==> config.mk <==
export PLATFORM = sky130hd
export DESIGN_NAME = simon32_64_for
export DESIGN_NICKNAME = d
export VERILOG_FILES = /design/src/rtl/simon32_64_for.sv
export SDC_FILE = /design/constraint.sdc
export NUM_CORES = 1
export LEC_CHECK = 0
export BUFFER_PORTS_ARGS = -buffer_cell sky130_fd_sc_hd__buf_2
export CORE_AREA = 2 2 303 305
export DETAILED_ROUTE_END_ITERATION = 8
export DIE_AREA = 0 0 305 307
export PLACE_DENSITY = 0.47
export SLEW_MARGIN = 20
export SYNTH_ARGS = -nofsm -noshare
export SYNTH_HDL_FRONTEND = slang
export SYNTH_SLANG_ARGS = --single-unit
==> constraint.sdc <==
create_clock -name clk -period 46 [get_ports clk]
set_input_delay 2.3 -clock clk [delete_from_list [all_inputs] [get_ports clk]]
set_output_delay 2.3 -clock clk [all_outputs]
set_load 0.02 [all_outputs]
==> src/rtl/simon32_64_for.sv <==
// Simon 32/64 encryptor: 32 rounds unrolled combinationally, result registered.
// Round keys are derived from KEY at elaboration; a new block is accepted every clock.
module simon32_64_for #(
  parameter logic [63:0] KEY = 64'h1918_1110_0908_0100
) (
  input  logic        clk,
  input  logic        rst,
  input  logic [31:0] plaintext,
  output logic [31:0] ciphertext
);

  localparam int ROUNDS = 32;

  // z0 written i=0 first, so index 0 is the leftmost character
  localparam logic [0:61] Z0 =
    62'b11111010001001010110000111001101111101000100101011000011100110;

  function automatic logic [15:0] rol(input logic [15:0] v, input int j);
    return (v << j) | (v >> (16 - j));
  endfunction

  function automatic logic [15:0] ror(input logic [15:0] v, input int j);
    return (v >> j) | (v << (16 - j));
  endfunction

  function automatic logic [15:0] round_f(input logic [15:0] v);
    return (rol(v, 1) & rol(v, 8)) ^ rol(v, 2);
  endfunction

  function automatic logic [ROUNDS-1:0][15:0] gen_keys(input logic [63:0] key);
    logic [ROUNDS-1:0][15:0] k;
    logic [15:0]             t;
    k = '0;
    k[0] = key[15:0];
    k[1] = key[31:16];
    k[2] = key[47:32];
    k[3] = key[63:48];
    for (int i = 0; i < ROUNDS - 4; i++) begin
      t = ror(k[i+3], 3) ^ k[i+1];
      t = t ^ ror(t, 1);
      k[i+4] = ~k[i] ^ t ^ {15'b0, Z0[i]} ^ 16'h0003;
    end
    return k;
  endfunction

  localparam logic [ROUNDS-1:0][15:0] RK = gen_keys(KEY);

  logic [31:0] ct_p0;

  always_comb begin
    logic [15:0] x, y, tmp;
    x = plaintext[31:16];
    y = plaintext[15:0];
    for (int i = 0; i < ROUNDS; i++) begin
      tmp = x;
      x   = y ^ round_f(x) ^ RK[i];
      y   = tmp;
    end
    ct_p0 = {x, y};
  end

  // stage p0 -> registered output
  always_ff @(posedge clk) begin
    if (rst) ciphertext <= 32'h0;
    else     ciphertext <= ct_p0;
  end

endmodule

==> flow_summary_export.csv, run 1 <==
group,metric,value,unit
outcome,outcome,"finished clean",
floorplanning,start_util,0.3058,
logic_synthesis,synth_fa_ha_area_frac,0,
placed_design,dp.cells,4495,
timing,final.period_utilization,0.5780,
floorplanning,die_area,93640,µm²
drt,drtIter0Drc,2148,
timing,finalSetupViolations,0,
floorplanning,std_cell_rows,111,
logic_synthesis,synth_compound_area_frac,0.2222,
cts,cts_hold_buf,0,
cts,clk_pin_slew,60,ps
floorplanning,die_h,307,µm
cells_and_area,areaGrowthSynthToFinish,6.334,%
setup_path,crit_slowest_cell,"a31oi_1",
grt,antenna_found_initial,0,
cts,cts_tree,"yes",
cells_and_area,final_cell_area,29490,µm²
cells_and_area,final_cell_mix,"472 x xnor2_1, 322 x nor2_1, 205 x xnor3_1",
cells_and_area,top_regs,"ciphertext x32",
cts,cts_setup_buffers,0,
logic_synthesis,ys_async_sr_fraction,0,
logic_synthesis,synth-simple-area-share,0.2658,
timing,rsz0062_at_grt,"false",
cells_and_area,fin_cells,4503,
setup_path,max_stage_delay,960,ps
cells_and_area,num-fill-cells,9678,
timing,worst-slew-pin-transition,1149,ps
grt,grt_max_degree,33,
placed_design,portBuffers,65,
drt,wl_per_cell,22.50,µm
setup_path,crit_fanout,15,
logic_synthesis,avgSynthCellArea,8.356,µm²
timing,max_freq,37.61,MHz
setup_path,cp_data_required_time,46150,ps
cts,cts-resized-gates,0,
timing,slew_headroom,0.2285,
logic_synthesis,syn-instance-count,3319,
logic_synthesis,synth_top_family_by_area,"XOR/XNOR gates",
timing,finalMaxSlewViolations,0,
logic_synthesis,syn_area,27730,µm²
drt,drc,0,
floorplanning,coreArea,90690,µm²
drt,antenna_left,0,
floorplanning,die_w,305,µm
cts,numCtsBuffers,5,
hold_path,hold_path_depth,2,
drt,firstDrtPassIters,8,
cells_and_area,largest_reg_flops,32,
run,maxCapViolations,0,
timing,period_minus_slack,26590,ps
logic_synthesis,synth_mux_area_frac,0.01574,
placed_design,place.gp.congestion,0.8778,
grt,grt_pass1_vias,24850,
hold_path,holdCritPathClass,"in2reg",
placed_design,placed_area,29300,µm²
cells_and_area,drive_gt1_frac,0.08291,
logic_synthesis,yosysUniqueCellTypes,130,
setup_path,cp.arrival,26740,ps
timing,finalSetupTns,0,ps
logic_synthesis,synth-xor-area-share,0.4555,
timing,hold_viol,0,
setup_path,start_kind,"input pin",
drt,vias,26360,
cts,cts_buffer_depth,2,
logic_synthesis,syn_nets,3353,
setup_path,endpoint_kind,"register",
drt,drt_wl_total,101.3,mm
cells_and_area,n_antenna_cell,0,
grt,gr-usage-all-layers,0.2088,
logic_synthesis,ys_seq_area_frac,0.02310,
logic_synthesis,synth_edf_count,0,
logic_synthesis,synthFlopType,"dfxtp_1",
setup_path,cp_common_cell,"xnor2_1",
setup_path,critical_path_class,"in2reg",
logic_synthesis,ys_ff_latch,32,
placed_design,dpl.hpwl,84.60,mm
logic_synthesis,yosys_warnings,0,
grt,gr-total-overflow,0,
grt,grt_first_pass_wirelength,154.8,mm
cells_and_area,top_register,"ciphertext",
floorplanning,num_io_pins,66,
drt,vias_per_cell,5.855,
cts,cts_root_buf,"clkbuf_16",
cells_and_area,final_common_cell,"xnor2_1",
cells_and_area,fin_nets,3350,
cts,cts.sinks,32,
cts,h-tree-depth,2,
[critical path: cells and delay by family]
kind | cells | cell delay [ps]
AOI/OAI and AO/OA | 14 | 4860
and+or+nand+nor | 21 | 6640
muxes | 1 | 320
xor gates and xnor gates | 24 | 12420
buffers and inverters | 1 | 130
[per-layer routing]
| metal | wire length (µm) | vias to the layer above | track usage |
|---|---|---|---|
| met4 | 1326 | 0 | 0.02786 |
| met5 | 0 | - | 0 |
| met1 | 46480 | 12970 | 0.2858 |
| met2 | 49800 | 648 | 0.3730 |
| met3 | 3699 | 75 | 0.006823 |
| li1 | - | 12670 | - |
[synth_stat cells, drive strengths merged, types with 13 or more instances]
cell type	n	area (µm²)
o31a	15	131.4
nor3b	15	112.6
xor2	182	1677
a31o	20	175.2
o211ai	35	267.8
and2	69	434.2
nand4	74	469.2
nand2b	19	118.9
o21ai	115	575.6
nand2	185	696.9
o21a	23	172.7
and4	34	297.8
a211o	17	148.9
a31oi	37	244.0
buf	28	141.4
a2111oi	24	350.3
or3	41	256.5
xor3	65	1549
xnor3	206	4641
o22ai	22	143.9
o21bai	15	112.6
nor2b	21	131.4
and3	74	462.9
or4	26	202.7
nor3	140	740.7
a211oi	59	493.0
xnor2	512	4766
nand3	115	575.6
clkbuf	64	240.2
a21o	32	240.2
nor2	327	1245
a21oi	131	670.6
a21boi	24	180.2
nor4	93	676.9
or2	43	269.0
a22oi	19	156.4
inv	28	105.1
o31ai	25	187.7
mux2i	29	290.3
dfxtp	32	640.6
mux2	13	146.4
o2111ai	16	140.1
a311oi	17	155.1
nor4b	19	200.2
[final timing paths]
check / start / end
setup / recovery: plaintext[16] / ciphertext[18]
hold / removal: rst / ciphertext[0]
[cells by family after synthesis]
| kind of cell | Yosys count |
|---|---|
| flip-flops | 32 |
| buffers and inverters | 121 |
| multiplexers | 42 |
| AO/OA/AOI/OAI | 811 |
| AND/OR/NAND/NOR | 1348 |
| XOR/XNOR | 965 |
[per-stage QoR]
| step | setup WS (ps) | hold WS (ps) | util |
|---|---|---|---|
| CTS | 19410 | 2495 | 0.3250 |
| global route | 17930 | 2536 | 0.3252 |
| floorplan | 25440 | 2372 | - |
| global placement | 19220 | 2718 | 0.3230 |
| detailed placement | 19210 | 2715 | 0.3231 |
| finish | 19410 | 2493 | 0.3252 |
[layout make-up]
class / instances / area [µm²] / area share
clock buffers: 5 / 125.1 / 0.004243
multi-input cells: 3166 / 26630 / 0.9031
repair buffers: 82 / 452.9 / 0.01536
flip-flops and latches: 32 / 640.6 / 0.02172
inverters: 29 / 108.9 / 0.003691
well taps: 1186 / 1484 / 0.05032
clock inverters: 3 / 46.29 / 0.001570
Power of run 1 is left out: the tool's default activity adds up to more than one toggle a clock period on the data nets, which glitch-free logic cannot reach.
==> run 2, diff against run 1 <==
Settings changed: ABC_AREA from default to 1, CORE_AREA 2 2 303 305 to 2 2 307 309, DIE_AREA 0 0 305 307 to 0 0 309 311, PLACE_DENSITY 0.47 to 0.49.
Clock period 46 ns to 23 ns, I/O delays scaled along.
==> flow_summary_export.csv, run 2 <==
group,metric,value,unit
timing,hold_viol,0,
logic_synthesis,yosys_warnings,0,
hold_path,holdCritPathClass,"in2reg",
drt,vias_per_cell,4.610,
grt,gr-total-overflow,0,
setup_path,max_stage_delay,390,ps
timing,finalSetupViolations,0,
drt,drc,0,
cells_and_area,final_common_cell,"nand2_1",
logic_synthesis,avgSynthCellArea,5.638,µm²
cts,cts_root_buf,"clkbuf_16",
timing,final.period_utilization,0.6218,
grt,antenna_found_initial,0,
cts,cts.sinks,32,
hold_path,hold_path_depth,2,
cts,numCtsBuffers,5,
placed_design,preCtsSetupSlack,8513,ps
cells_and_area,areaGrowthSynthToFinish,7.098,%
floorplanning,die_h,311,µm
setup_path,endpoint_kind,"register",
grt,grt_max_degree,18,
setup_path,cp_common_cell,"nand2_2",
grt,gr-usage-all-layers,0.1913,
cells_and_area,drive_gt1_frac,0.4616,
drt,wl_per_cell,14.50,µm
timing,slew_headroom,0.6285,
setup_path,cp_data_required_time,23200,ps
cts,cts_buffer_depth,2,
cells_and_area,largest_reg_flops,32,
timing,finalMaxSlewViolations,0,
drt,vias,29440,
drt,drtIter0Drc,1678,
cells_and_area,seqCellArea,640.6,µm²
timing,fin_hold_ws,1271,ps
logic_synthesis,synth_commonest_cells,"1,360 x nand2_1, 1,114 x nand2_2, 692 x nand3_1",
logic_synthesis,ys_ff_latch,32,
timing,rsz0062_at_grt,"false",
drt,firstDrtPassIters,5,
setup_path,crit_slowest_cell,"xor2_1",
cells_and_area,top_regs,"ciphertext x32",
logic_synthesis,synthFlopType,"dfxtp_1",
logic_synthesis,ys_async_sr_fraction,0,
setup_path,crit_fanout,7,
grt,grt_pass1_vias,28260,
logic_synthesis,syn_area,28540,µm²
floorplanning,num_io_pins,66,
cells_and_area,postLayoutCoreUtil,0.3295,
logic_synthesis,ys_seq_area_frac,0.02245,
cts,cts_tree,"yes",
timing,finalSetupTns,0,ps
logic_synthesis,syn_nets,5096,
logic_synthesis,yosysUniqueCellTypes,29,
drt,antenna_left,0,
floorplanning,start_util,0.3076,
placed_design,dpl.hpwl,82.07,mm
logic_synthesis,synthTopCellsByArea,"nand2_2 24%, nand2_1 18%, nand2_4 15%",
hold_path,hp-start,"rst",
floorplanning,std_cell_rows,112,
cts,cts_setup_buffers,0,
logic_synthesis,post-synth-top-area-cell,"nand2_2",
setup_path,critical_path_class,"in2reg",
cts,clk_pin_slew,50,ps
floorplanning,die_area,96100,µm²
floorplanning,die_w,309,µm
grt,grt_first_pass_wirelength,151.5,mm
cells_and_area,top_register,"ciphertext",
timing,timing.final.ws_setup,8698,ps
placed_design,portBuffers,65,
cts,cts_hold_buf,0,
cts,h-tree-depth,2,
cts,cts-resized-gates,0,
logic_synthesis,netlist.area_leader.share,0.2442,
hold_path,worstHoldEndpoint,"ciphertext[9]",
cells_and_area,multi_input_area,24930,µm²
logic_synthesis,syn-instance-count,5062,
timing,period_minus_slack,14300,ps
floorplanning,coreArea,92770,µm²
setup_path,cp.arrival,14500,ps
run,maxCapViolations,0,
cells_and_area,num-fill-cells,10670,
cells_and_area,fin_nets,5165,
outcome,outcome,"finished clean",
logic_synthesis,yosysMostFrequentCell,"nand2_1",
logic_synthesis,synth_edf_count,0,
placed_design,place.gp.congestion,0.8804,
drt,drt_wl_total,92.59,mm
setup_path,start_kind,"input pin",
timing,worst-slew-pin-transition,556.7,ps
cells_and_area,n_antenna_cell,0,
timing,max_freq,69.92,MHz
cells_and_area,final_cell_mix,"1,360 x nand2_1, 1,114 x nand2_2, 692 x nand3_1",
run 2: cell type report:
cell class              instances  area share
inverters                     762     0.09640
well taps                    1254     0.05133
multi-input cells            4265      0.8156
clock inverters                 2   0.0004912
clock buffers                   6    0.004544
repair buffers                 65     0.01064
flip-flops and latches         32     0.02096
run 2: worst max path at each step:
stage / startpoint / end / slack, ps / depth (start not counted)
after floorplan: plaintext[22] / ciphertext[17] / 11990 / 125
after global placement: plaintext[26] / ciphertext[30] / 8530 / 118
after detailed placement: plaintext[26] / ciphertext[30] / 8510 / 120
after CTS: plaintext[26] / ciphertext[30] / 8750 / 119
after global routing: plaintext[16] / ciphertext[30] / 7330 / 122
final: plaintext[26] / ciphertext[30] / 8700 / 118
run 2: cells by family (layout without fill, tap and decap cells):
group                  after synthesis  after routing  synth area share
flip-flops                          32             32           0.02245
AO/OA/AOI/OAI                       21             21          0.004603
buffers and inverters              765            835            0.1040
AND/OR/NAND/NOR                   4226           4226            0.8617
XOR/XNOR                            18             18          0.007234
run 2: stage by stage:
step                      area (µm²)  instances
after global routing           30570       6386
after floorplan                28540       5062
after global placement         30410       6378
after CTS                      30570       6386
final                          30570       6386
after detailed placement       30410       6378
run 2: critical path, delay by kind of cell:
kind	cells	cell delay (ps)
simple gates	101	11330
buf+inv	15	1280
xor+xnor	2	690
run 2: metal layers:
metal,vias up,routed length [µm],track usage
met2,365,42470,0.3237
met3,54,2147,0.008241
met4,0,1080,0.02195
met1,13260,46890,0.2741
met5,-,0,0
li1,15760,-,-
Power of run 2 is left out for the same reason.
